$ cat src/rtl/cube_logic_f_if.sv
// cube_logic_f_if: board-side signal bundle for the cube state engine.
//   SW     : SW[2:0] face select, SW[3] direction (0=CW, 1=CCW)
//   KEY    : move button, active-low
//   f1..f6 : front, back, left, right, top, bottom faces;
//            sticker i at bits [3i+2:3i]
//   redraw : one-cycle pulse after each cube state change
// master drives SW/KEY (board/bench); slave is the cube engine.
interface cube_logic_f_if;
  logic [3:0]  SW;
  logic        KEY;
  logic [26:0] f1;
  logic [26:0] f2;
  logic [26:0] f3;
  logic [26:0] f4;
  logic [26:0] f5;
  logic [26:0] f6;
  logic        redraw;

  modport master (output SW, KEY, input f1, f2, f3, f4, f5, f6, redraw);
  modport slave  (input SW, KEY, output f1, f2, f3, f4, f5, f6, redraw);
endinterface

$ cat src/rtl/cube_logic_f.sv
// cube_logic_f: Rubik's-cube state engine. Holds 54 sticker colours and
// applies quarter turns selected on SW when the move button is pressed.
//   CLOCK_50 : system clock, rising edge
//   reset    : synchronous active-high reset (cube returns to solved)
//   bus      : slave side of cube_logic_f_if (SW, KEY in; f1..f6, redraw out)
// A CCW move is executed as three CW turns on consecutive cycles.
module cube_logic_f (
  input  logic           CLOCK_50,
  input  logic           reset,
  cube_logic_f_if.slave  bus
);

  typedef logic [5:0][8:0][2:0] cube_t;
  typedef enum logic [0:0] {S_IDLE, S_TURN} state_t;

  localparam logic [2:0] FC = 3'd0;
  localparam logic [2:0] BC = 3'd1;
  localparam logic [2:0] LC = 3'd2;
  localparam logic [2:0] RC = 3'd3;
  localparam logic [2:0] UC = 3'd4;
  localparam logic [2:0] DC = 3'd5;

  function automatic cube_t solved_cube();
    cube_t c;
    for (int unsigned f = 0; f < 6; f++)
      for (int unsigned i = 0; i < 9; i++)
        c[f][i] = f[2:0];
    return c;
  endfunction

  // Copy one 3-sticker strip from snapshot s into c.
  function automatic cube_t mv(input cube_t c, input cube_t s,
                               input logic [2:0] df, input logic [3:0] d0, d1, d2,
                               input logic [2:0] sf, input logic [3:0] s0, s1, s2);
    cube_t r;
    r = c;
    r[df][d0] = s[sf][s0];
    r[df][d1] = s[sf][s1];
    r[df][d2] = s[sf][s2];
    return r;
  endfunction

  // One clockwise quarter turn; every read comes from the old snapshot s.
  function automatic cube_t turn_cw(input cube_t s, input logic [2:0] f);
    cube_t n;
    n = s;
    if (f < 3'd6) begin
      n[f][0] = s[f][6]; n[f][1] = s[f][3]; n[f][2] = s[f][0];
      n[f][3] = s[f][7]; n[f][4] = s[f][4]; n[f][5] = s[f][1];
      n[f][6] = s[f][8]; n[f][7] = s[f][5]; n[f][8] = s[f][2];
    end
    case (f)
      FC: begin
        n = mv(n, s, RC, 4'd0, 4'd3, 4'd6, UC, 4'd6, 4'd7, 4'd8);
        n = mv(n, s, DC, 4'd2, 4'd1, 4'd0, RC, 4'd0, 4'd3, 4'd6);
        n = mv(n, s, LC, 4'd2, 4'd5, 4'd8, DC, 4'd0, 4'd1, 4'd2);
        n = mv(n, s, UC, 4'd8, 4'd7, 4'd6, LC, 4'd2, 4'd5, 4'd8);
      end
      BC: begin
        n = mv(n, s, LC, 4'd6, 4'd3, 4'd0, UC, 4'd0, 4'd1, 4'd2);
        n = mv(n, s, DC, 4'd6, 4'd7, 4'd8, LC, 4'd0, 4'd3, 4'd6);
        n = mv(n, s, RC, 4'd8, 4'd5, 4'd2, DC, 4'd6, 4'd7, 4'd8);
        n = mv(n, s, UC, 4'd0, 4'd1, 4'd2, RC, 4'd2, 4'd5, 4'd8);
      end
      LC: begin
        n = mv(n, s, FC, 4'd0, 4'd3, 4'd6, UC, 4'd0, 4'd3, 4'd6);
        n = mv(n, s, DC, 4'd0, 4'd3, 4'd6, FC, 4'd0, 4'd3, 4'd6);
        n = mv(n, s, BC, 4'd8, 4'd5, 4'd2, DC, 4'd0, 4'd3, 4'd6);
        n = mv(n, s, UC, 4'd0, 4'd3, 4'd6, BC, 4'd2, 4'd5, 4'd8);
      end
      RC: begin
        n = mv(n, s, UC, 4'd2, 4'd5, 4'd8, FC, 4'd2, 4'd5, 4'd8);
        n = mv(n, s, BC, 4'd6, 4'd3, 4'd0, UC, 4'd2, 4'd5, 4'd8);
        n = mv(n, s, DC, 4'd2, 4'd5, 4'd8, BC, 4'd6, 4'd3, 4'd0);
        n = mv(n, s, FC, 4'd2, 4'd5, 4'd8, DC, 4'd2, 4'd5, 4'd8);
      end
      UC: begin
        n = mv(n, s, LC, 4'd0, 4'd1, 4'd2, FC, 4'd0, 4'd1, 4'd2);
        n = mv(n, s, BC, 4'd0, 4'd1, 4'd2, LC, 4'd0, 4'd1, 4'd2);
        n = mv(n, s, RC, 4'd0, 4'd1, 4'd2, BC, 4'd0, 4'd1, 4'd2);
        n = mv(n, s, FC, 4'd0, 4'd1, 4'd2, RC, 4'd0, 4'd1, 4'd2);
      end
      DC: begin
        n = mv(n, s, RC, 4'd6, 4'd7, 4'd8, FC, 4'd6, 4'd7, 4'd8);
        n = mv(n, s, BC, 4'd6, 4'd7, 4'd8, RC, 4'd6, 4'd7, 4'd8);
        n = mv(n, s, LC, 4'd6, 4'd7, 4'd8, BC, 4'd6, 4'd7, 4'd8);
        n = mv(n, s, FC, 4'd6, 4'd7, 4'd8, LC, 4'd6, 4'd7, 4'd8);
      end
      default: ;
    endcase
    return n;
  endfunction

  state_t     r_state;
  state_t     w_state_nxt;
  cube_t      r_cube;
  logic       r_key_prev;
  logic       r_ccw;
  logic [2:0] r_face_sel;
  logic [1:0] r_cnt;
  logic       r_redraw;
  logic       r_rst_flag;

  logic w_req;
  logic w_start;
  logic w_apply;
  logic w_last;

  assign w_req   = r_key_prev & ~bus.KEY;
  assign w_start = (r_state == S_IDLE) && w_req && (bus.SW[2:0] < 3'd6);

  always_comb begin
    w_state_nxt = r_state;
    w_apply     = 1'b0;
    w_last      = 1'b0;
    case (r_state)
      S_IDLE: if (w_start) w_state_nxt = S_TURN;
      S_TURN: begin
        w_apply = 1'b1;
        w_last  = ~r_ccw || (r_cnt == 2'd2);
        if (w_last) w_state_nxt = S_IDLE;
      end
      default: w_state_nxt = S_IDLE;
    endcase
  end

  always_ff @(posedge CLOCK_50) begin
    if (reset) r_state <= S_IDLE;
    else       r_state <= w_state_nxt;
  end

  always_ff @(posedge CLOCK_50) begin
    if (reset) begin
      r_cube     <= solved_cube();
      r_key_prev <= 1'b1;
      r_ccw      <= 1'b0;
      r_face_sel <= '0;
      r_cnt      <= '0;
      r_redraw   <= 1'b0;
      r_rst_flag <= 1'b1;
    end else begin
      r_key_prev <= bus.KEY;
      r_rst_flag <= 1'b0;
      // The first clean edge after reset also counts as a state change.
      r_redraw   <= r_rst_flag | (w_apply & w_last);
      if (w_start) begin
        r_face_sel <= bus.SW[2:0];
        r_ccw      <= bus.SW[3];
        r_cnt      <= '0;
      end
      if (w_apply) begin
        r_cube <= turn_cw(r_cube, r_face_sel);
        r_cnt  <= r_cnt + 2'd1;
      end
    end
  end

  assign bus.f1     = r_cube[FC];
  assign bus.f2     = r_cube[BC];
  assign bus.f3     = r_cube[LC];
  assign bus.f4     = r_cube[RC];
  assign bus.f5     = r_cube[UC];
  assign bus.f6     = r_cube[DC];
  assign bus.redraw = r_redraw;

endmodule

$ cat src/flat_wrapper.sv
// flat-port wrapper written by rule: the top's interface ports become plain ports
module cube_logic_f_flat 
  (CLOCK_50, reset, bus_SW, bus_KEY, bus_f1, bus_f2, bus_f3, bus_f4, bus_f5, bus_f6, bus_redraw);
  cube_logic_f_if bus_i ();
  input  logic CLOCK_50;
  input  logic reset;
  input wire logic [$bits(bus_i.SW)-1:0] bus_SW;
  input wire logic [$bits(bus_i.KEY)-1:0] bus_KEY;
  output wire logic [$bits(bus_i.f1)-1:0] bus_f1;
  output wire logic [$bits(bus_i.f2)-1:0] bus_f2;
  output wire logic [$bits(bus_i.f3)-1:0] bus_f3;
  output wire logic [$bits(bus_i.f4)-1:0] bus_f4;
  output wire logic [$bits(bus_i.f5)-1:0] bus_f5;
  output wire logic [$bits(bus_i.f6)-1:0] bus_f6;
  output wire logic [$bits(bus_i.redraw)-1:0] bus_redraw;
  assign bus_i.SW = bus_SW;
  assign bus_i.KEY = bus_KEY;
  assign bus_f1 = bus_i.f1;
  assign bus_f2 = bus_i.f2;
  assign bus_f3 = bus_i.f3;
  assign bus_f4 = bus_i.f4;
  assign bus_f5 = bus_i.f5;
  assign bus_f6 = bus_i.f6;
  assign bus_redraw = bus_i.redraw;
  cube_logic_f u_core (.CLOCK_50(CLOCK_50), .reset(reset), .bus(bus_i));
endmodule
$ cat config.mk
export PLATFORM = sky130hd
export DESIGN_NAME = cube_logic_f_flat
export DESIGN_NICKNAME = d
export VERILOG_FILES = /design/src/rtl/cube_logic_f_if.sv /design/src/rtl/cube_logic_f.sv /design/src/flat_wrapper.sv
export SDC_FILE = /design/constraint.sdc
export NUM_CORES = 1
export LEC_CHECK = 0
export ABC_CLOCK_PERIOD_IN_PS = 3390
export CAP_MARGIN = 15
export CORE_ASPECT_RATIO = 1.1
export CORE_MARGIN = 8
export CORE_UTILIZATION = 51
export DETAILED_ROUTE_END_ITERATION = 12
export HOLD_SLACK_MARGIN = 0.05
export PLACE_DENSITY = 0.79
export SLEW_MARGIN = 0
export SYNTH_ARGS = -nofsm -noshare
export SYNTH_HDL_FRONTEND = slang
export SYNTH_SLANG_ARGS = --single-unit
$ cat constraint.sdc
create_clock -name CLOCK_50 -period 3.39 [get_ports CLOCK_50]
set_input_delay 1.017 -clock CLOCK_50 [delete_from_list [all_inputs] [get_ports CLOCK_50]]
set_output_delay 1.017 -clock CLOCK_50 [all_outputs]
set_load 0.02 [all_outputs]
[Word level (Yosys, flattened, before mapping)]
Index checks and enable logic that the tools add are counted.
Word-level totals
  register bits after elaboration: 172
  latch bits: 0
  memory bits (writable): 0
  bits in read-only memories: 0
  input port bits: 7
  memories kept: 0
Cells by class
  $add $sub $neg: 1
  multiply operators: 0
  div/mod/pow operators: 0
  order comparisons: 4
  equality and inequality tests: 6
  shift operators: 0
  multiplexer cells: 39
  bitwise logic cells: 6
  reductions and logical operators: 6
Operators with widths (count)
  $bwmux 162: 9
  $pmux 162 s6: 1
  $demux 27 s3: 9
  $mux 162: 1
  $bmux 27 s3: 1
  $mux 27: 2
  $mux 24: 1
  $mux 21: 1
  $mux 18: 1
  $mux 15: 1
  $mux 12: 1
  $mux 9: 1
  $eq 3x2->1 const B: 2
  $eq 3x3->1 const B: 2
  $lt 3x3->1 const B: 2
  $mux 6: 1
  $mux 1: 5
  $lt 3x4->1 const B: 1
  $mux 2: 2
  $eq 3x1->1 const B: 1
  $ge 3x1->1 const B: 1
  $logic_and 1x1->1: 3
  $logic_not 3->1: 1
  $mux 3: 1
  other kinds (8): 11

[Longest topological paths before layout]
  depth in word-level cells: 15
  gate-level depth with buffers: 8
  mapped depth without buffers: 5

[Least setup slack after synthesis]
OpenSTA, ideal clock, no wires.
  path type: input to register
  from: input port reset
  to: register u_core.r_cube (netlist bit u_core.bus.f1[25])
  data arrival time: 1.945 ns
  path slack: 1.324 ns
  cell stages on the path: 6
  buffers on the path: 2
  path through: clkbuf_1 -> nor2b_1 -> nand2_1 -> buf_2 -> nor2_1 -> a221o_1
RTL lines
  start, declared: line flat_wrapper.sv:6  | input logic reset;
  end signal, assigned: line cube_logic_f.sv:134  | r_cube <= solved_cube();
  end signal, assigned: line cube_logic_f.sv:152  | r_cube <= turn_cw(r_cube, r_face_sel);
  end, declared: line cube_logic_f.sv:96  | cube_t r_cube;

[Worst setup path in the final report]
  from: register u_core.r_cube (netlist bit u_core.bus.f2[25])
  to: output port bus_f2[25]
RTL lines
  end, declared: line flat_wrapper.sv:10  | output wire logic [$bits(bus_i.f2)-1:0] bus_f2;
No word-level cell between the ends.

==> impl_metrics.json <==
{
  "ys_seq_elements": 172,
  "die_area_mm2": 0.0214,
  "post_cts.repair.setup_buffers": 0,
  "chipWidth_um": 140,
  "r2r_slack_ns": 0.91,
  "rsz0062_at_grt": "no",
  "report.final.slew_viol_count": 0,
  "clock_sinks": 172,
  "synth_area_mm2": 0.00867,
  "power.density_mw_per_mm2": 454,
  "fin_crit_sh_pct": 80.1,
  "grt_pass1_wl_um": 55900,
  "coreArea_mm2": 0.0168,
  "drv_cap": 0,
  "syn_avg_cell_area_um2": 8.78,
  "yosys_warnings": 0,
  "pin_count": 170,
  "gp_congestion": 0.984,
  "tightest_slew_ns": 0.831,
  "cts_max_level": 4,
  "grt_max_degree": 71,
  "cts.path.max_buffers": 2,
  "ff_latch_area_mm2": 0.00345,
  "timing.rr.start": "u_core.r_face_sel[2]",
  "portBuffers": 169,
  "min_path_cells": 1,
  "hold_class": "flip-flop to flip-flop",
  "cp_num_buf_inv": 1,
  "cts-root-buf": "clkbuf_16",
  "required_ns": 2.37,
  "vias_per_cell": 7.26,
  "mostFrequentLayoutCells": "dfxtp_1 (168), clkdlybuf4s50_1 (168), nand2_1 (74), o21ai_0 (59), nor2_1 (55)",
  "synth_top_area_share_pct": 39.7,
  "hold_buffers": 0,
  "hold_viol_final": 0,
  "slowest_stage": "clkdlybuf4s50_1",
  "peakVddDrop_mv": 0.376,
  "antenna_found_initial": 0,
  "drtAntennaViolNets": 0,
  "cts_tree": "done",
  "syn_inst": 987,
  "nets": 1119,
  "hpwl_um": 24200,
  "hold_ws_ns": 0.445,
  "vias": 9665,
  "initial_core_util_pct": 51.5,
  "synth_nets": 995,
  "crit_chain": "clkdlybuf4s50_1",
  "cpPeakStageDelay_ns": 0.70,
  "std_cell_rows": 50,
  "endpoint_kind": "output port",
  "ys.flop_type": "dfxtp_1",
  "rr_worst_depth": 4,
  "syn2layout_area_growth_pct": 26.3,
  "p_leak_uw": 0.00376,
  "max-slew-margin-rel_pct": 44.4,
  "clk_latency_ns": 0.45,
  "path_max_fanout": 7,
  "die-height_um": 153,
  "drtPass1Iterations": 7,
  "grt_pass1_vias": 9327,
  "synthTopCellsByArea": "dfxtp_1 (40%), mux2i_1 (5.9%), a22oi_1 (4.1%)",
  "arrival_ns": 1.70,
  "drive_above_1_share_pct": 9.52,
  "routed_wl_um": 36600,
  "min_period_ns": 2.72,
  "setup_viol": 0,
  "yosysTopAreaCell": "dfxtp_1",
  "fin_skew_ns": 0.0125,
  "fmax_ghz": 0.368,
  "synth_seq_area_share_pct": 39.7,
  "path_class": "flip-flop to output port",
  "drc": 0,
  "synth_edf_count": 0,
  "grt_usage_pct": 33.2,
  "numCtsBuffers": 17,
  "multi_input_area_mm2": 0.00461,
  "start_kind": "flip-flop",
  "async_flop_share_pct": 0,
  "n_fill_cell": 1388,
  "diodes": 0,
  "finalSetupTns_ns": 0,
  "grt.overflow.total": 0,
  "yosysUniqueCellTypes": 77,
  "drt_iter0_markers": 1802,
  "cts.repair.resized": 0,
  "crit_family": "buffers and inverters",
  "path_clk_slew_ns": 0.07,
  "worstReg2RegEnd": "u_core.bus.f2[8]",
  "wl_per_cell_um": 27.4,
  "outcome": "completed",
  "cp.depth": 1
}
==> stage by stage <==
| step | utilization [%] | cells | worst slack [ns] | cell area (µm²) | power [µW] |
|---|---|---|---|---|---|
| global placement | 61.6 | 1300 | 1.07 | 10400 | 3000 |
| floorplan | - | 987 | 1.32 | 8670 | 2690 |
| CTS | 65.0 | 1332 | 0.709 | 10900 | 4940 |
| global route | 65.0 | 1332 | 0.686 | 10900 | 5090 |
| finish | 65.0 | 1332 | 0.674 | 10900 | 4970 |
| detailed placement | 61.6 | 1300 | 1.01 | 10400 | 3000 |
==> routing by layer <==
| metal | track usage (%) | up-vias | part of all wire [%] |
|---|---|---|---|
| met5 | 0 | - | 0 |
| met4 | 22.2 | 0 | 6.6 |
| met3 | 10.5 | 245 | 15 |
| met2 | 48.1 | 960 | 42 |
| met1 | 41.3 | 4447 | 36 |
| li1 | - | 4013 | - |
==> cell usage after synthesis, types with 11 or more instances <==
cell / count
o221ai_1: 21
nand2b_1: 11
nor2b_1: 27
o21ai_0: 59
a221oi_1: 12
inv_1: 17
nor2_1: 55
dfxtp_1: 172
clkbuf_1: 30
buf_4: 16
a22oi_1: 47
nand2_1: 74
o32ai_1: 13
a211oi_1: 25
a21oi_1: 54
buf_2: 42
nand3_1: 32
o22ai_1: 28
a31oi_1: 19
nor3_1: 15
a22o_1: 14
mux2i_1: 51
==> power breakdown <==
part | switching (µW) | total, µW | internal (µW)
clock network | 869 | 1980 | 1110
logic | 461 | 760 | 299
registers | 143 | 2230 | 2090
total | 1470 | 4970 | 3500
==> kinds of logic after synthesis <==
family | count (synthesis) | synth area share (%)
AOI/OAI and AO/OA | 364 | 29.4
muxes | 60 | 7.06
buffers and inverters | 115 | 7.06
DFF | 172 | 39.7
and+or+nand+nor | 275 | 16.6
adders and majority gates | 1 | 0.144
==> how the worst max path moves through the flow <==
stage	startpoint	slack, ns	end
5_1_grt	u_core.bus.f2[25]	0.69	bus_f2[25]
4_1_cts	u_core.bus.f2[25]	0.71	bus_f2[25]
3_5_place_dp	reset	1.01	u_core.bus.f3[1]
3_3_place_gp	reset	1.07	u_core.bus.f3[1]
2_1_floorplan	reset	1.32	u_core.bus.f1[25]
6_report	u_core.bus.f2[25]	0.67	bus_f2[25]
==> area by class of cell <==
cell class                      count  area share, %
Multi-Input combinational cell    700           42.2
Sequential cell                   172           31.5
Timing Repair Buffer              203           18.0
Clock buffer                       19           4.05
Tap cell                          208           2.38
Clock inverter                     13           1.30
Inverter                           17          0.583
Power figures use the tool's default switching activity.
